### config.mk
export PLATFORM = sky130hd
export DESIGN_NAME = pwm_compare_deadtime
export DESIGN_NICKNAME = d
export VERILOG_FILES = /design/src/rtl/pwm_compare_deadtime.sv
export SDC_FILE = /design/constraint.sdc
export NUM_CORES = 1
export LEC_CHECK = 0
export ABC_AREA = 1
export CAP_MARGIN = 30
export CORE_MARGIN = 10
export CORE_UTILIZATION = 25
export CTS_CLUSTER_SIZE = 10
export DETAILED_ROUTE_END_ITERATION = 10
export HOLD_SLACK_MARGIN = 0.06
export PLACE_DENSITY_LB_ADDON = 0.1
export SYNTH_ARGS = -nofsm -noshare
export SYNTH_HDL_FRONTEND = slang
export SYNTH_SLANG_ARGS = --single-unit
### constraint.sdc
create_clock -name clk -period 1.9 [get_ports clk]
set_input_delay 0.38 -clock clk [delete_from_list [all_inputs] [get_ports clk]]
set_output_delay 0.38 -clock clk [all_outputs]
set_load 0.01 [all_outputs]
### src/rtl/pwm_compare_deadtime.sv
// rtl/pwm_compare_deadtime.sv - carrier compare with shadowed duty and dead-time gate pair
package PKG_pwm;
  typedef enum logic {
    PWM_OFF = 1'b0,
    PWM_ON  = 1'b1
  } _pwm_onoff;
endpackage

module pwm_compare_deadtime
  import PKG_pwm::*;
#(
  parameter int CNT_W = 16,
  parameter int DT_W  = 8
) (
  input  logic             clk,
  input  logic             reset,
  input  logic [CNT_W-1:0] carrier,
  input  logic [CNT_W-1:0] period,
  input  logic [CNT_W-1:0] compare,
  input  logic             load_mode,
  input  logic [DT_W-1:0]  deadtime,
  input  _pwm_onoff        pwm_onoff,
  output logic             pwm_h,
  output logic             pwm_l,
  output logic             shadow_load
);

  typedef enum logic [2:0] {
    S_IDLE = 3'd0,
    S_L    = 3'd1,
    S_DT_H = 3'd2,
    S_H    = 3'd3,
    S_DT_L = 3'd4
  } state_t;

  state_t           state;
  logic [CNT_W-1:0] compare_act;
  logic             raw;
  logic [DT_W-1:0]  dt_cnt;

  logic enabled;
  logic load_point;
  logic dt_zero;
  logic dt_last;

  assign enabled    = (pwm_onoff == PWM_ON);
  // Carrier extremes are the only glitch-free moments to change the duty.
  assign load_point = (carrier == '0) || (load_mode && (carrier == period));
  assign dt_zero    = (deadtime == '0);
  // The counter holds the remaining low cycles; the edge that sees 1 (or 0) ends the gap.
  assign dt_last    = (dt_cnt <= DT_W'(1));

  // Shadow compare register: tracks freely while off, otherwise only at load points.
  always_ff @(posedge clk or posedge reset) begin
    if (reset) begin
      compare_act <= '0;
      shadow_load <= 1'b0;
    end else if (!enabled) begin
      compare_act <= compare;
      shadow_load <= 1'b0;
    end else if (load_point) begin
      compare_act <= compare;
      shadow_load <= 1'b1;
    end else begin
      shadow_load <= 1'b0;
    end
  end

  // Registered comparator: plain unsigned compare, so 0 and >period saturate naturally.
  always_ff @(posedge clk or posedge reset) begin
    if (reset) begin
      raw <= 1'b0;
    end else begin
      raw <= (carrier < compare_act);
    end
  end

  // Dead-time FSM with gate outputs registered alongside the state they belong to.
  always_ff @(posedge clk or posedge reset) begin
    if (reset) begin
      state  <= S_IDLE;
      dt_cnt <= '0;
      pwm_h  <= 1'b0;
      pwm_l  <= 1'b0;
    end else if (!enabled) begin
      state  <= S_IDLE;
      dt_cnt <= '0;
      pwm_h  <= 1'b0;
      pwm_l  <= 1'b0;
    end else begin
      case (state)
        S_IDLE: begin
          if (dt_zero) begin
            state  <= raw ? S_H : S_L;
            dt_cnt <= '0;
            pwm_h  <= raw;
            pwm_l  <= !raw;
          end else begin
            state  <= raw ? S_DT_H : S_DT_L;
            dt_cnt <= deadtime;
            pwm_h  <= 1'b0;
            pwm_l  <= 1'b0;
          end
        end

        S_L: begin
          if (raw) begin
            pwm_l <= 1'b0;
            if (dt_zero) begin
              state  <= S_H;
              dt_cnt <= '0;
              pwm_h  <= 1'b1;
            end else begin
              state  <= S_DT_H;
              dt_cnt <= deadtime;
              pwm_h  <= 1'b0;
            end
          end else begin
            pwm_h <= 1'b0;
            pwm_l <= 1'b1;
          end
        end

        S_H: begin
          if (!raw) begin
            pwm_h <= 1'b0;
            if (dt_zero) begin
              state  <= S_L;
              dt_cnt <= '0;
              pwm_l  <= 1'b1;
            end else begin
              state  <= S_DT_L;
              dt_cnt <= deadtime;
              pwm_l  <= 1'b0;
            end
          end else begin
            pwm_h <= 1'b1;
            pwm_l <= 1'b0;
          end
        end

        S_DT_H: begin
          pwm_h <= 1'b0;
          pwm_l <= 1'b0;
          if (!raw) begin
            // Abort: head back toward low-side with a full, fresh dead interval.
            if (dt_zero) begin
              state  <= S_L;
              dt_cnt <= '0;
              pwm_l  <= 1'b1;
            end else begin
              state  <= S_DT_L;
              dt_cnt <= deadtime;
            end
          end else if (dt_last) begin
            state  <= S_H;
            dt_cnt <= '0;
            pwm_h  <= 1'b1;
          end else begin
            dt_cnt <= dt_cnt - DT_W'(1);
          end
        end

        S_DT_L: begin
          pwm_h <= 1'b0;
          pwm_l <= 1'b0;
          if (raw) begin
            // Abort: head back toward high-side with a full, fresh dead interval.
            if (dt_zero) begin
              state  <= S_H;
              dt_cnt <= '0;
              pwm_h  <= 1'b1;
            end else begin
              state  <= S_DT_H;
              dt_cnt <= deadtime;
            end
          end else if (dt_last) begin
            state  <= S_L;
            dt_cnt <= '0;
            pwm_l  <= 1'b1;
          end else begin
            dt_cnt <= dt_cnt - DT_W'(1);
          end
        end

        default: begin
          state  <= S_IDLE;
          dt_cnt <= '0;
          pwm_h  <= 1'b0;
          pwm_l  <= 1'b0;
        end
      endcase
    end
  end

endmodule

# Word level (Yosys, flattened, before mapping)
# Index checks and enable logic that the tools add are counted.
# Widths: inputs -> output; s select.
dict set report classes {
  n_addsub 1
  order_cmp 2
  n_eq_ne 10
  muxes 39
  n_reduce_logical 10
}
# operator count
set ops {}
lappend ops {{$mux 8} 7}
lappend ops {{$pmux 8 s5} 1}
lappend ops {{$mux 16} 2}
lappend ops {{$mux 3} 10}
lappend ops {{$eq 16x16->1} 1}
lappend ops {{$logic_not 16->1} 1}
lappend ops {{$lt 16x16->1} 1}
lappend ops {{$mux 1} 15}
lappend ops {{$pmux 3 s5} 1}
lappend ops {{$le 8x1->1 const B} 1}
lappend ops {{$logic_not 8->1} 1}
lappend ops {{$ne 4x4->1 const B} 2}
lappend ops {{$pmux 1 s4} 2}
lappend ops {{$sub 8x1->8 const B} 1}
lappend ops {{$eq 3x2->1 const B} 2}
lappend ops {{$ne 3x3->1 const B} 2}
lappend ops {{$reduce_and 4->1} 1}
lappend ops {{$reduce_or 2->1} 2}
lappend ops {{$eq 3x1->1 const B} 1}
lappend ops {{$eq 3x3->1 const B} 1}
lappend ops {{$logic_not 3->1} 1}
lappend ops {{$mux 2} 1}
lappend ops {{$ne 2x1->1 const B} 1}
lappend ops {{$reduce_and 2->1} 1}
lappend ops {{other kinds (3)} 3}
dict set report totals {
  reg_bits 31
  input_bits 60
}

# Longest topological paths before layout
dict set report logic_depth {
  word_depth 5
  mapped_depth 11
}

# Worst setup path before layout
# Ideal clock, no wire load.
dict set report synth_path {
  path_type {reg-to-reg}
  from {reg dt_cnt[0]}
  to {reg dt_cnt[6]}
  setup_ns 0.083
  arrival_time_ns 1.360
  required_time_ns 1.817
  slack_ns 0.458
  path_stages_with_launch 8
  path_buffers 0
  synth_period_minus_slack_ns 1.442
  cell_sequence {dfrtp_1 -> inv_1 -> ha_1 -> o211ai_1 -> nand2_2 -> o21ai_0 -> nand2_1 -> o21ai_0}
}
dict set report synth_between {
  elab_chain_cells 5
  elab_cells_between_ends 7
  classes_between {1 x add/sub; 1 x order compare; 5 x mux}
}
# item line_no
set synth_lines {}
lappend synth_lines {{start: declaration} 39} ;# logic [DT_W-1:0] dt_cnt;
lappend synth_lines {{start signal: assignment} 100} ;# dt_cnt <= deadtime;
lappend synth_lines {{start signal: assignment} 115} ;# dt_cnt <= deadtime;
lappend synth_lines {{start signal: assignment} 133} ;# dt_cnt <= deadtime;
lappend synth_lines {{$sub 8x1->8 / $le 8x1->1 (equally long branches)} {160, 182, 51}}
lappend synth_lines {{$mux 8 (*)} {155, 177}}
lappend synth_lines {{$mux 8, on equally long branches} {167, 145}}
lappend synth_lines {{$pmux 8 s5 (*)} 91} ;# case (state)
lappend synth_lines {{$mux 8 (*)} 85} ;# end else if (!enabled) begin
# Every way passes the cells marked *; elsewhere a longest branch is shown, timed or not.
# A chain may end at the register's enable or synchronous reset.

# Final worst setup path
dict set report layout_path {
  from {in carrier[15]}
  to {reg raw}
}
dict set report layout_between {
  elab_chain_cells 1
}
# item line_no
set layout_lines {}
lappend layout_lines {{start: declaration} 17} ;# input logic [CNT_W-1:0] carrier,
lappend layout_lines {{$lt 16x16->1} 74} ;# raw <= (carrier < compare_act);
lappend layout_lines {{end signal: assignment} 74}
lappend layout_lines {{end: declaration} 38} ;# logic raw;
# No other way between the ends.

==> results by group <==
Layout
  • Fillers: 979
  • Most frequent cells in the layout: nand2_1 (120), inv_1 (62), clkdlybuf4s50_1 (62)
  • Area of the multi-input gates: 1340 µm²
  • Antenna Cells: 0
  • Fraction of layout cells with a size suffix above 1: 0.0894
  • Commonest non-fill, non-tap cell in the layout: nand2_1
  • Layout area overhead: 41.7%
  • Final #Nets: 512
  • Register area: 776 µm²

Worst setup path
  • CP Launch Type: input pin
  • Endpoint class of the critical path: register
  • R2R Path Start: dt_cnt[0]
  • Critical path class: input pin to register
  • Critical Path Source: carrier[15]
  • Crit path DAT: between 1.5 and 2 ns
  • Required time worst endpoint: 2.08 ns
  • Worst Path Max Fanout: 3
  • Reg2Reg Depth: 7

Drt
  • Drt pass-1 iters: 4
  • DR vias: 2364
  • WL/cell: 12.1 µm
  • ANT nets after route: 0
  • Via density: 4.18
  • WL final: just under 7 mm
  • DR DRC count: 0
  • Detailed router's first-iteration violation count: 98

Timing
  • Clock Skews: 0.00690 ns
  • Final Hold Viols: 0
  • Slew Limit Fails: 0
  • Fin crit share: 0.917
  • Max-slew headroom: 0.729
  • RSZ-0062 raised after global routing: false
  • Post-route setup slack: around 0.16 ns
  • # setup viols final: 0
  • Min Tclk post-route: 1.74 ns
  • Fmax: about 570 MHz
  • Worst-Margin Slew: slightly above 0.4 ns
  • Total Neg Setup Slack: 0 ns

Logic synthesis
  • Warnings from Yosys: 0
  • Netlist cell types: 28
  • Post-synthesis cell count: about 350
  • Post-synthesis cell area: 2380 µm²
  • Syn nets: 428
  • Register area share after synthesis: 0.326
  • Syn_area_per_cell: approximately 6.8 µm²
  • Register bit total from synthesis: 31

Floorplanning
  • Starting Density: 0.257
  • Core area: 9240 µm²
  • Ports: 63
  • Die H: 117 µm
  • Cell Rows: 35
  • Die W: 117 µm
  • Die area: 13800 µm²

Global route
  • Initial antenna violation count: 0
  • First-pass GRT wire length: ~12 mm
  • Largest net degree at the start of global routing: 32
  • Overflow after GRT: 0
  • Number of global-route vias before repair: roughly 2500
  • Global Route Usage Sum: 0.0984

Clock network
  • CTS Buf Count: 5
  • H-tree depth: 2
  • Setup Fix Bufs, Post-CTS: 0
  • Clock Sinks: 31
  • Latest clock arrival within the worst-skew pair: 0.27 ns
  • Clock Tree Buf Depth: 2
  • TritonCTS clock tree: done
  • Clk slew on worst S/H paths: 0.06 ns
  • Clock root cell: clkbuf_8

Power
  • Worst ir drop on vdd: 297 µV
  • Sw Share: 0.350
  • Leakage: 0.00174 µW
  • Logic pwr share: 0.385
  • Total power: 2130 µW
  • P_sw: roughly 750 µW
  • Int Power: 1380 µW
  • PwrDens: 632 nW/µm²
  • Share of total power in the clock network: 0.228
  • Register share of total power: 0.387

Outcome
  • Status: finished, final reports clean

Placed design
  • Port-buffer cells: 62
  • Detailed placement HPWL: between 5 and 6 mm
  • Place WS: -0.167 ns
  • Placer Congestion: 0.779

Hold path
  • Worst hold path type: input pin to async pin

Job
  • Max Cap Violations: 0
-- state kept, by name, indices dropped and copies added, names as in the netlist --
register,cells
state,3
shadow_load,1
compare_act,16
raw,1
pwm_l,1
dt_cnt,8
pwm_h,1
-- per-stage QoR --
step,utilization,hold WS (ns),area (µm²),cells
2_1_floorplan,-,0.471,2380,351
3_3_place_gp,0.354,0.491,3270,556
3_5_place_dp,0.354,0.495,3270,556
4_1_cts,0.363,0.505,3350,564
5_1_grt,0.364,0.533,3370,565
6_report,0.364,0.490,3370,565
-- worst paths after layout --
path                                    to  slack, ns
max in group asynchronous        dt_cnt[0]       1.11
setup reg to reg                 dt_cnt[6]       0.32
hold reg to reg                  dt_cnt[7]       0.50
hold / removal             compare_act[14]       0.49
min in group clk                 dt_cnt[7]       0.50
setup / recovery                       raw       0.16
-- Yosys cell counts --
library cell | n | area (µm²)
o21ai_0 | 16 | 80.1
o211ai_1 | 1 | 7.51
xor2_1 | 4 | 35.0
nand4_1 | 22 | 138
buf_6 | 1 | 11.3
buf_2 | 3 | 15.0
nor2_1 | 27 | 101
o22ai_2 | 1 | 12.5
nor4_1 | 1 | 6.26
inv_2 | 3 | 11.3
a211oi_1 | 1 | 7.51
o21a_1 | 2 | 15.0
inv_1 | 62 | 233
nand3_4 | 2 | 35.0
dfrtp_1 | 31 | 776
xnor2_1 | 5 | 43.8
nor4_2 | 1 | 12.5
nand3_2 | 1 | 10.0
ha_1 | 17 | 213
nor2_2 | 3 | 18.8
a21boi_0 | 1 | 7.51
nand3_1 | 9 | 45.0
nand2_1 | 120 | 450
nor3_1 | 1 | 5.00
nand2_2 | 1 | 6.26
buf_1 | 1 | 3.75
o22ai_1 | 5 | 31.3
a21oi_1 | 9 | 45.0
-- critical path: stages --
cell and delay (ns):
clkdlybuf4s50_1 0.45, buf_4 0.15, ha_1 0.32, nand2_1 0.09, nor2_1 0.05, a211oi_2 0.16, o21ai_0 0.13, a21oi_1 0.18
-- logic make-up after synthesis --
logic type                 after synthesis  share of synthesized area
and+or+nand+nor                        188                      0.349
buffers and inverters                   70                      0.115
AOI/OAI and AO/OA                       36                     0.0869
DFF                                     31                      0.326
adders and majority gates               17                     0.0895
xor gates and xnor gates                 9                     0.0332
-- metal layers --
layer  vias up  global-route usage  share of wire
li1       1284                   -              -
met1      1034               0.128           0.49
met2        42               0.160           0.46
met3         4              0.0240          0.039
met4         0              0.0209         0.0063
met5         -                   0              0
-- area by class of cell --
| class | count | area share |
|---|---|---|
| Clock inverter | 1 | 0.00149 |
| Multi-Input combinational cell | 251 | 0.398 |
| Tap cell | 129 | 0.0479 |
| Sequential cell | 31 | 0.230 |
| Clock buffer | 7 | 0.0227 |
| Inverter | 65 | 0.0725 |
| Timing Repair Buffer | 81 | 0.227 |
-- power groups by stage --
stage | Clock (µW) | Sequential [µW] | Combinational (µW)
2_1_floorplan | 0 | 818 | 523
3_3_place_gp | 0 | 837 | 818
3_5_place_dp | 0 | 836 | 820
4_1_cts | 513 | 823 | 827
5_1_grt | 532 | 840 | 954
6_report | 486 | 824 | 819
-- repair_timing --
action,4_1_cts,5_1_grt
gates resized for setup,0,1
hold buffers,0,0
setup endpoints to repair,0,2
Note: power is estimated with default switching activity, not from simulation.
